`src/rtl/ula_arbiter.sv`:
```
// Two-port round-robin arbiter in front of a 4-bit ALU, with a registered result and a 7-segment decode.
// Define ULA_ARBITER_ITERDIV_EN to replace the combinational divider with a 4-cycle restoring divider.
module ula_arbiter (
  input  logic       clk,
  input  logic       rst_n,
  input  logic       req0,
  input  logic       req1,
  input  logic [3:0] a0,
  input  logic [3:0] b0,
  input  logic [3:0] a1,
  input  logic [3:0] b1,
  input  logic [2:0] op0,
  input  logic [2:0] op1,
  output logic       done0,
  output logic       done1,
  output logic [3:0] result,
  output logic       err,
  output logic       busy,
  output logic [6:0] seg,
  output logic [3:0] led
);

  typedef enum logic [1:0] {IDLE, EXEC, DONE} state_t;

  state_t     state, state_nxt;
  logic       pend, gnt, prio, sel1, take, exec_last, ill, dz;
  logic [3:0] ca, cb, alu;
  logic [2:0] cop;

  // prio high means port 1 wins a tie; a request is granted at its sampling edge
  // and the FSM leaves IDLE one edge later.
  assign sel1 = req1 & (~req0 | prio);
  assign take = (state == IDLE) & ~pend & (req0 | req1);
  assign ill  = cop[2] & cop[1];
  assign dz   = (cop == 3'd5) & (cb == 4'd0);

  always_ff @(posedge clk or negedge rst_n) begin
    if (!rst_n) begin
      pend <= 1'b0;
      gnt  <= 1'b0;
      prio <= 1'b0;
      ca   <= '0;
      cb   <= '0;
      cop  <= '0;
    end else if (take) begin
      pend <= 1'b1;
      gnt  <= sel1;
      prio <= ~sel1;
      ca   <= sel1 ? a1 : a0;
      cb   <= sel1 ? b1 : b0;
      cop  <= sel1 ? op1 : op0;
    end else if (state == IDLE) begin
      pend <= 1'b0;
    end
  end

`ifdef ULA_ARBITER_ITERDIV_EN
  logic [1:0] cnt;
  logic [3:0] dq, rem, q_next;
  logic [4:0] part;
  logic [5:0] trial;
  logic       fits;

  assign part   = {rem, dq[3]};
  assign trial  = {1'b0, part} - {2'b00, cb};
  assign fits   = ~trial[5];
  assign q_next = {dq[2:0], fits};

  always_ff @(posedge clk or negedge rst_n) begin
    if (!rst_n) begin
      cnt <= '0;
      dq  <= '0;
      rem <= '0;
    end else if (take) begin
      cnt <= '0;
      dq  <= sel1 ? a1 : a0;
      rem <= '0;
    end else if (state == EXEC) begin
      cnt <= cnt + 2'd1;
      dq  <= q_next;
      rem <= fits ? trial[3:0] : part[3:0];
    end
  end

  assign exec_last = (cop != 3'd5) | (cnt == 2'd3);
`else
  assign exec_last = 1'b1;
`endif

  always_comb begin
    alu = '0;
    case (cop)
      3'd0: alu = ca & cb;
      3'd1: alu = ca | cb;
      3'd2: alu = ca + cb;
      3'd3: alu = ca - cb;
      3'd4: alu = ca * cb;
`ifdef ULA_ARBITER_ITERDIV_EN
      3'd5: alu = dz ? 4'hF : q_next;
`else
      3'd5: alu = dz ? 4'hF : ca / cb;
`endif
      default: alu = '0;
    endcase
  end

  always_ff @(posedge clk or negedge rst_n) begin
    if (!rst_n) begin
      state  <= IDLE;
      result <= '0;
      err    <= 1'b0;
    end else begin
      state <= state_nxt;
      if (state == EXEC && exec_last) begin
        if (ill) begin
          err <= 1'b1;
        end else begin
          result <= alu;
          err    <= dz;
        end
      end
    end
  end

  always_comb begin
    state_nxt = state;
    case (state)
      IDLE:    if (pend) state_nxt = EXEC;
      EXEC:    if (exec_last) state_nxt = DONE;
      DONE:    state_nxt = IDLE;
      default: state_nxt = IDLE;
    endcase
  end

  assign done0 = (state == DONE) & ~gnt;
  assign done1 = (state == DONE) & gnt;
  assign busy  = (state != IDLE);
  assign led   = result;

  always_comb begin
    seg = 7'b1111111;
    case (result)
      4'd0: seg = 7'b0000001;
      4'd1: seg = 7'b1001111;
      4'd2: seg = 7'b0010010;
      4'd3: seg = 7'b0000110;
      4'd4: seg = 7'b1001100;
      4'd5: seg = 7'b0100100;
      4'd6: seg = 7'b0100000;
      4'd7: seg = 7'b0001111;
      default: seg = 7'b1111111;
    endcase
  end

endmodule
```
`config.mk`:
```
export PLATFORM = sky130hd
export DESIGN_NAME = ula_arbiter
export DESIGN_NICKNAME = d
export VERILOG_FILES = /design/src/rtl/ula_arbiter.sv
export SDC_FILE = /design/constraint.sdc
export NUM_CORES = 1
export LEC_CHECK = 0
export CAP_MARGIN = 0
export CORE_MARGIN = 1.5
export CORE_UTILIZATION = 51
export DETAILED_ROUTE_END_ITERATION = 7
export PLACE_DENSITY = 0.81
export SLEW_MARGIN = 20
export SYNTH_ARGS = -nofsm -noshare
export SYNTH_HDL_FRONTEND = slang
export SYNTH_SLANG_ARGS = --single-unit
```
`constraint.sdc`:
```
create_clock -name clk -period 4.45 [get_ports clk]
set_clock_uncertainty 0.1 [all_clocks]
set_input_delay 0.89 -clock clk [delete_from_list [all_inputs] [get_ports clk]]
set_output_delay 0.89 -clock clk [all_outputs]
set_load 0.01 [all_outputs]
```
# Yosys cells after proc, flatten, opt, wreduce, memory -nomap -nowiden
# Memory sizes are Yosys's and may differ from the RTL's.
# Index checks and enable logic that the tools add are counted.
# W data, S select, Z words.
totals:
  latch_bits: 0
  word_cells: 55
  ff_bits: 21
  ramBits: 0
  out_inout_bits: 19
  mem_bits_ro: 56
  memories: 1
memory_table:
  columns: ["name", "depth", "width", "read_ports", "rd_clocked_by_memory_dff", "wr", "line_no", "source"]
  rows:
  - ["(name not given)", 8, 7, 1, 0, 0, "142", "case (result)"]
classes:
  bitwise_logic: 16
  addsub: 2
  shifts: 0
  reduce_logical: 6
  n_eq_ne: 8
  div_mod_pow: 1
  muxes: 11
  n_mul: 1
  n_lt_le_gt_ge: 0
ops:
  columns: ["cell", "n"]
  rows:
  - ["$pmux W4 S6", 1]
  - ["$mux W4", 3]
  - ["$and A1 B1 Y1", 7]
  - ["$mux W7", 1]
  - ["$eq A3 B2 Y1 const B", 2]
  - ["$eq A3 B3 Y1 const B", 2]
  - ["$not A1 Y1", 5]
  - ["$add A4 B4 Y4", 1]
  - ["$and A4 B4 Y4", 1]
  - ["$div A4 B4 Y4", 1]
  - ["$logic_not A4 Y1", 1]
  - ["$mul A4 B4 Y4", 1]
  - ["$or A4 B4 Y4", 1]
  - ["$pmux W2 S2", 1]
  - ["$reduce_bool A2 Y1", 2]
  - ["$sub A4 B4 Y4", 1]
  - ["$eq A3 B1 Y1 const B", 1]
  - ["$logic_not A3 Y1", 1]
  - ["$mux W1", 3]
  - ["$mux W3", 1]
  - ["$eq A2 B1 Y1 const B", 1]
  - ["$eq A2 B2 Y1 const B", 1]
  - ["$logic_not A2 Y1", 1]
  - ["$mux W2", 1]
  - ["other kinds (3)", 4]

# Longest topological paths before layout
# Gate-level depths: netlist (run 1).
depth:
  word_depth: 4
  ltp_mapped: 21

# Worst setup path before layout (run 1)
# OpenSTA, ideal clock, no wires.
synth_timing:
  path_type: "reg-to-reg"
  from: "register cb[0]"
  to: "register result[0] (netlist: led[0])"
  n_path_buf: 0
  slack_ns: 0.518
  setup_time_ns: 0.129
  t_arrival_ns: 3.703
  t_required_ns: 4.221
  path_stages_with_launch: 17
  period_less_slack_ns: 3.932
  cell_sequence: "dfrtp_1 -> inv_1 -> ha_1 -> a21oi_1 -> ha_1 -> o21a_1 -> o21ai_1 -> mux2_2 -> ha_1 -> o21ai_0 -> a21oi_1 -> mux2_2 -> ha_1 -> o21a_1 -> o21a_1 -> o21ai_0 -> a21oi_1"
synth_via:
  elab_chain_cells: 4
  word_cells_on_any_way: 10
  classes_between: "add/sub (2); mul (1); div (1); mux (2); bitwise (3); reduce/logical (1)"
synth_lines:
  columns: ["element", "line_no", "source"]
  rows:
  - ["start: declaration", "27", "logic [3:0] ca, cb, alu;"]
  - ["start signal: assignment", "50", "cb <= sel1 ? b1 : b0;"]
  - ["parallel branches: the longest is 3 deep, another holds $div A4 B4 Y4", null, null]
  - ["$pmux W4 S6 *", "92", "case (cop)"]
  - ["end signal: assignment", "118", "result <= alu;"]
  - ["end: declaration", "16", "output logic [3:0] result,"]
# Mark *: on every way between the ends.
# A chain may end at the register's enable or synchronous reset.

# Final worst setup path (run 1)
# Same ends and word-level chain as after synthesis.

==> results of run 1 <==
-- routing by layer --
| layer | global-route usage, % | up-vias | share of wire (%) |
|---|---|---|---|
| met3 | 3.13 | 16 | 7.7 |
| met1 | 27.5 | 762 | 41 |
| li1 | - | 851 | - |
| met4 | 7.45 | 0 | 3.0 |
| met5 | 0 | - | 0 |
| met2 | 42.2 | 85 | 49 |
-- worst max path at each step --
stage | start | endpoint | slack, ps | cells past startpoint
after floorplan | cb[0] | led[0] | 520 | 16
after global placement | cb[0] | led[0] | 330 | 16
after detailed placement | cb[0] | led[0] | 200 | 18
after CTS | cb[0] | led[0] | 200 | 18
after global routing | cb[1] | led[0] | 40 | 18
final | cb[0] | led[0] | 330 | 18
-- synth_stat cells (3+ instances only) --
master                     instances
sky130_fd_sc_hd__mux2_2            4
sky130_fd_sc_hd__and3_1           11
sky130_fd_sc_hd__buf_2             4
sky130_fd_sc_hd__buf_4             4
sky130_fd_sc_hd__a21oi_1          12
sky130_fd_sc_hd__nand2_1          13
sky130_fd_sc_hd__inv_1            15
sky130_fd_sc_hd__ha_1             28
sky130_fd_sc_hd__a21o_1            4
sky130_fd_sc_hd__xnor2_1           8
sky130_fd_sc_hd__o21ai_0          13
sky130_fd_sc_hd__o21a_1            6
sky130_fd_sc_hd__a221o_1          10
sky130_fd_sc_hd__nor2_1           23
sky130_fd_sc_hd__dfrtp_1          21
sky130_fd_sc_hd__clkbuf_1          5
sky130_fd_sc_hd__o21ai_1           3
-- layout make-up --
| cell class | count | area [um^2] | area share [%] |
|---|---|---|---|
| Clock inverter | 1 | 5.00 | 0.204 |
| Sequential cell | 21 | 527 | 21.5 |
| Multi-Input combinational cell | 169 | 1280 | 52.3 |
| Timing Repair Buffer | 49 | 478 | 19.5 |
| Inverter | 15 | 56.3 | 2.30 |
| Clock buffer | 3 | 41.3 | 1.69 |
| Tap cell | 48 | 60.1 | 2.45 |
-- power by group --
part	switching [uW]	internal (uW)
registers	156	285
logic	761	844
clock network	63.4	62.4
-- state kept, by name, indices dropped and copies added, names as in the netlist --
register,count
ca,4
cb,4
led,4
cop,3
state,2
err,1
gnt,1
pend,1
prio,1
-- critical path, stage by stage (launching register included) --
cell and delay [ps]:
sky130_fd_sc_hd__dfrtp_2 470, sky130_fd_sc_hd__inv_1 170, sky130_fd_sc_hd__ha_1 280, sky130_fd_sc_hd__a21oi_1 180, sky130_fd_sc_hd__ha_1 270, sky130_fd_sc_hd__o21a_1 120
sky130_fd_sc_hd__o21ai_1 230, sky130_fd_sc_hd__mux2_2 390, sky130_fd_sc_hd__ha_1 300, sky130_fd_sc_hd__o21ai_0 110, sky130_fd_sc_hd__a21oi_2 250, sky130_fd_sc_hd__nor2_1 70
sky130_fd_sc_hd__a21oi_1 130, sky130_fd_sc_hd__ha_1 240, sky130_fd_sc_hd__a21boi_0 130, sky130_fd_sc_hd__o21a_1 180, sky130_fd_sc_hd__o21a_1 150, sky130_fd_sc_hd__o21ai_0 140
sky130_fd_sc_hd__a21oi_1 80
-- logic make-up after synthesis --
logic type               after synthesis  share of synthesized area, %
XOR/XNOR                              10                          5.26
adder cells (fa/ha/maj)               30                          19.7
buffers and inverters                 28                          6.49
flip-flops                            21                          27.3
AND/OR/NAND/NOR                       64                          16.7
AO/OA/AOI/OAI                         61                          22.3
multiplexers                           4                          2.34
-- per-stage QoR --
stage | setup slack (ps) | instances | hold WS, ps | cell area, um^2
after floorplan | 518 | 218 | 361 | 1930
after global placement | 332 | 302 | 384 | 2400
after detailed placement | 203 | 302 | 389 | 2400
after CTS | 205 | 306 | 406 | 2440
after global routing | 35.4 | 306 | 423 | 2450
final | 326 | 306 | 400 | 2450
==> impl_metrics.xml, run 1 <==
<?xml version="1.0" encoding="UTF-8"?>
<metrics>
  <group name="clock_tree">
    <metric name="cts_buffer_depth" unit="">2</metric>
    <metric name="post-cts-setup-buffers" unit="">0</metric>
    <metric name="cts_tree" unit="">done</metric>
    <metric name="tritoncts.num_buffers" unit="">3</metric>
    <metric name="gates_resized_cts_repair" unit="">0</metric>
    <metric name="clk_root_buffer_cell" unit="">sky130_fd_sc_hd__clkbuf_8</metric>
    <metric name="htreeDepth" unit="">1</metric>
    <metric name="post_cts_hold_buffer_count" unit="">0</metric>
    <metric name="clkSlewWorstSetupHoldPaths" unit="ps">80</metric>
    <metric name="cts_sinks" unit="">21</metric>
    <metric name="worst_skew_pair.late_latency" unit="ps">260</metric>
  </group>
  <group name="logic_synthesis">
    <metric name="synthesis.instances" unit="">218</metric>
    <metric name="synth_cell_type_count" unit="">44</metric>
    <metric name="synth_fp_nets" unit="">273</metric>
    <metric name="synth_flop_cell" unit="">sky130_fd_sc_hd__dfrtp_1</metric>
    <metric name="avgSynthCellArea" unit="um^2">8.84</metric>
    <metric name="post_synth_main_area_contributors" unit="">sky130_fd_sc_hd__dfrtp_1 27%, sky130_fd_sc_hd__ha_1 18%, sky130_fd_sc_hd__a221o_1 5.2%</metric>
    <metric name="synth_sequential_area_ratio" unit="%">27.3</metric>
    <metric name="number_of_enable_flip_flop_cells_after_synthesis" unit="">0</metric>
    <metric name="synthDominantCellAreaShare" unit="%">27.3</metric>
    <metric name="synth-warning-count" unit="">0</metric>
    <metric name="yosys.area.top_type" unit="">sky130_fd_sc_hd__dfrtp_1</metric>
    <metric name="ys_async_sr_fraction" unit="%">100</metric>
    <metric name="netlist_area_pre_place" unit="um^2">1930</metric>
    <metric name="yosys_register_bits" unit="">21</metric>
  </group>
  <group name="timing">
    <metric name="rsz0062_at_grt" unit="">no</metric>
    <metric name="setup_viol" unit="">0</metric>
    <metric name="worst_slew_margin_rel" unit="%">39.1</metric>
    <metric name="maxSlewViolCount" unit="">0</metric>
    <metric name="tightest_slew" unit="ps">911</metric>
    <metric name="min_period" unit="ps">4120</metric>
    <metric name="hold_violations" unit="">0</metric>
    <metric name="tns" unit="ps">0</metric>
    <metric name="final_min_period_over_clock_period" unit="%">92.7</metric>
    <metric name="achievable-frequency" unit="MHz">243</metric>
  </group>
  <group name="drt">
    <metric name="detail_route.wirelength" unit="mm">4.36</metric>
    <metric name="ant_nets" unit="">0</metric>
    <metric name="vias_per_cell" unit="">5.60</metric>
    <metric name="post_drt_wl_per_cell" unit="um">14.2</metric>
    <metric name="drt_first_pass_iters" unit="">4</metric>
    <metric name="first_iter_violations" unit="">32</metric>
    <metric name="drc_violations" unit="">0</metric>
    <metric name="vias" unit="">1714</metric>
  </group>
  <group name="worst_hold_path">
    <metric name="hp-start" unit="">pend</metric>
    <metric name="whs_endpoint" unit="">pend</metric>
    <metric name="worst_hold_path_type" unit="">flip-flop to flip-flop</metric>
    <metric name="min_path_cells" unit="">1</metric>
  </group>
  <group name="die">
    <metric name="chipHeight" unit="um">64.5</metric>
    <metric name="floorplan.die.width" unit="um">64.5</metric>
    <metric name="core_area" unit="um^2">3630</metric>
    <metric name="io-pin-count" unit="">45</metric>
    <metric name="start_util" unit="%">53.1</metric>
    <metric name="core.rowCount" unit="">22</metric>
    <metric name="overall_die_area" unit="um^2">4160</metric>
  </group>
  <group name="cells_and_area">
    <metric name="layout.cells.most_common_list" unit="">44 x sky130_fd_sc_hd__clkdlybuf4s50_1, 28 x sky130_fd_sc_hd__ha_1, 23 x sky130_fd_sc_hd__nor2_1, 20 x sky130_fd_sc_hd__dfrtp_1, 15 x sky130_fd_sc_hd__inv_1</metric>
    <metric name="areaGrowthSynthToFinish" unit="%">27.0</metric>
    <metric name="finalNetCount" unit="">314</metric>
    <metric name="diodes" unit="">0</metric>
    <metric name="drive_gt1_share" unit="%">7.75</metric>
    <metric name="fill_cells" unit="">315</metric>
    <metric name="finish.utilization" unit="%">67.4</metric>
    <metric name="final_common_cell" unit="">sky130_fd_sc_hd__clkdlybuf4s50_1</metric>
  </group>
  <group name="global_route">
    <metric name="grt_pass1_vias" unit="">1687</metric>
    <metric name="globalRouteOverflowTotal" unit="">0</metric>
    <metric name="grt_first_pass_wirelength" unit="mm">7.49</metric>
    <metric name="grtUsageTotal" unit="%">22.9</metric>
    <metric name="grt_max_degree" unit="">22</metric>
    <metric name="antenna_found_initial" unit="">0</metric>
  </group>
  <group name="setup_path">
    <metric name="worstReg2RegStart" unit="">cb[0]</metric>
    <metric name="crit_type" unit="">flip-flop to flip-flop</metric>
    <metric name="cp.required" unit="ps">4500</metric>
    <metric name="worst_ep_arrival_time" unit="ps">4170</metric>
    <metric name="reg2reg_depth" unit="">18</metric>
    <metric name="worst-r2r-setup-slack" unit="ps">330</metric>
    <metric name="critical_path_peak_fanout" unit="">9</metric>
    <metric name="crit_path_start_kind" unit="">flip-flop</metric>
    <metric name="worst_r2r_endpoint" unit="">led[0]</metric>
    <metric name="worst_setup_path_end_kind" unit="">flip-flop</metric>
  </group>
  <group name="run_status">
    <metric name="outcome" unit="">finished, final reports clean</metric>
  </group>
  <group name="power_and_ir_drop">
    <metric name="p_total" unit="uW">2170</metric>
    <metric name="p_leak" unit="uW">0.00115</metric>
    <metric name="cellPowerDensity" unit="nW/um^2">887</metric>
    <metric name="worst_ir_drop_vdd" unit="V">0.000364</metric>
  </group>
  <group name="placement">
    <metric name="portBuffers" unit="">44</metric>
    <metric name="gp_congestion" unit="">0.970</metric>
    <metric name="dp.final_hpwl" unit="mm">3.38</metric>
  </group>
  <group name="job">
    <metric name="drv.max_cap_violation_count" unit="">0</metric>
  </group>
</metrics>
(Power assumes the default switching activity.)
==> run 2, diff against run 1 <==
Settings changed: TNS_END_PERCENT set to 5.
==> results of run 2 <==
No change in the layout: final DEF, timing and power equal those of run 1.
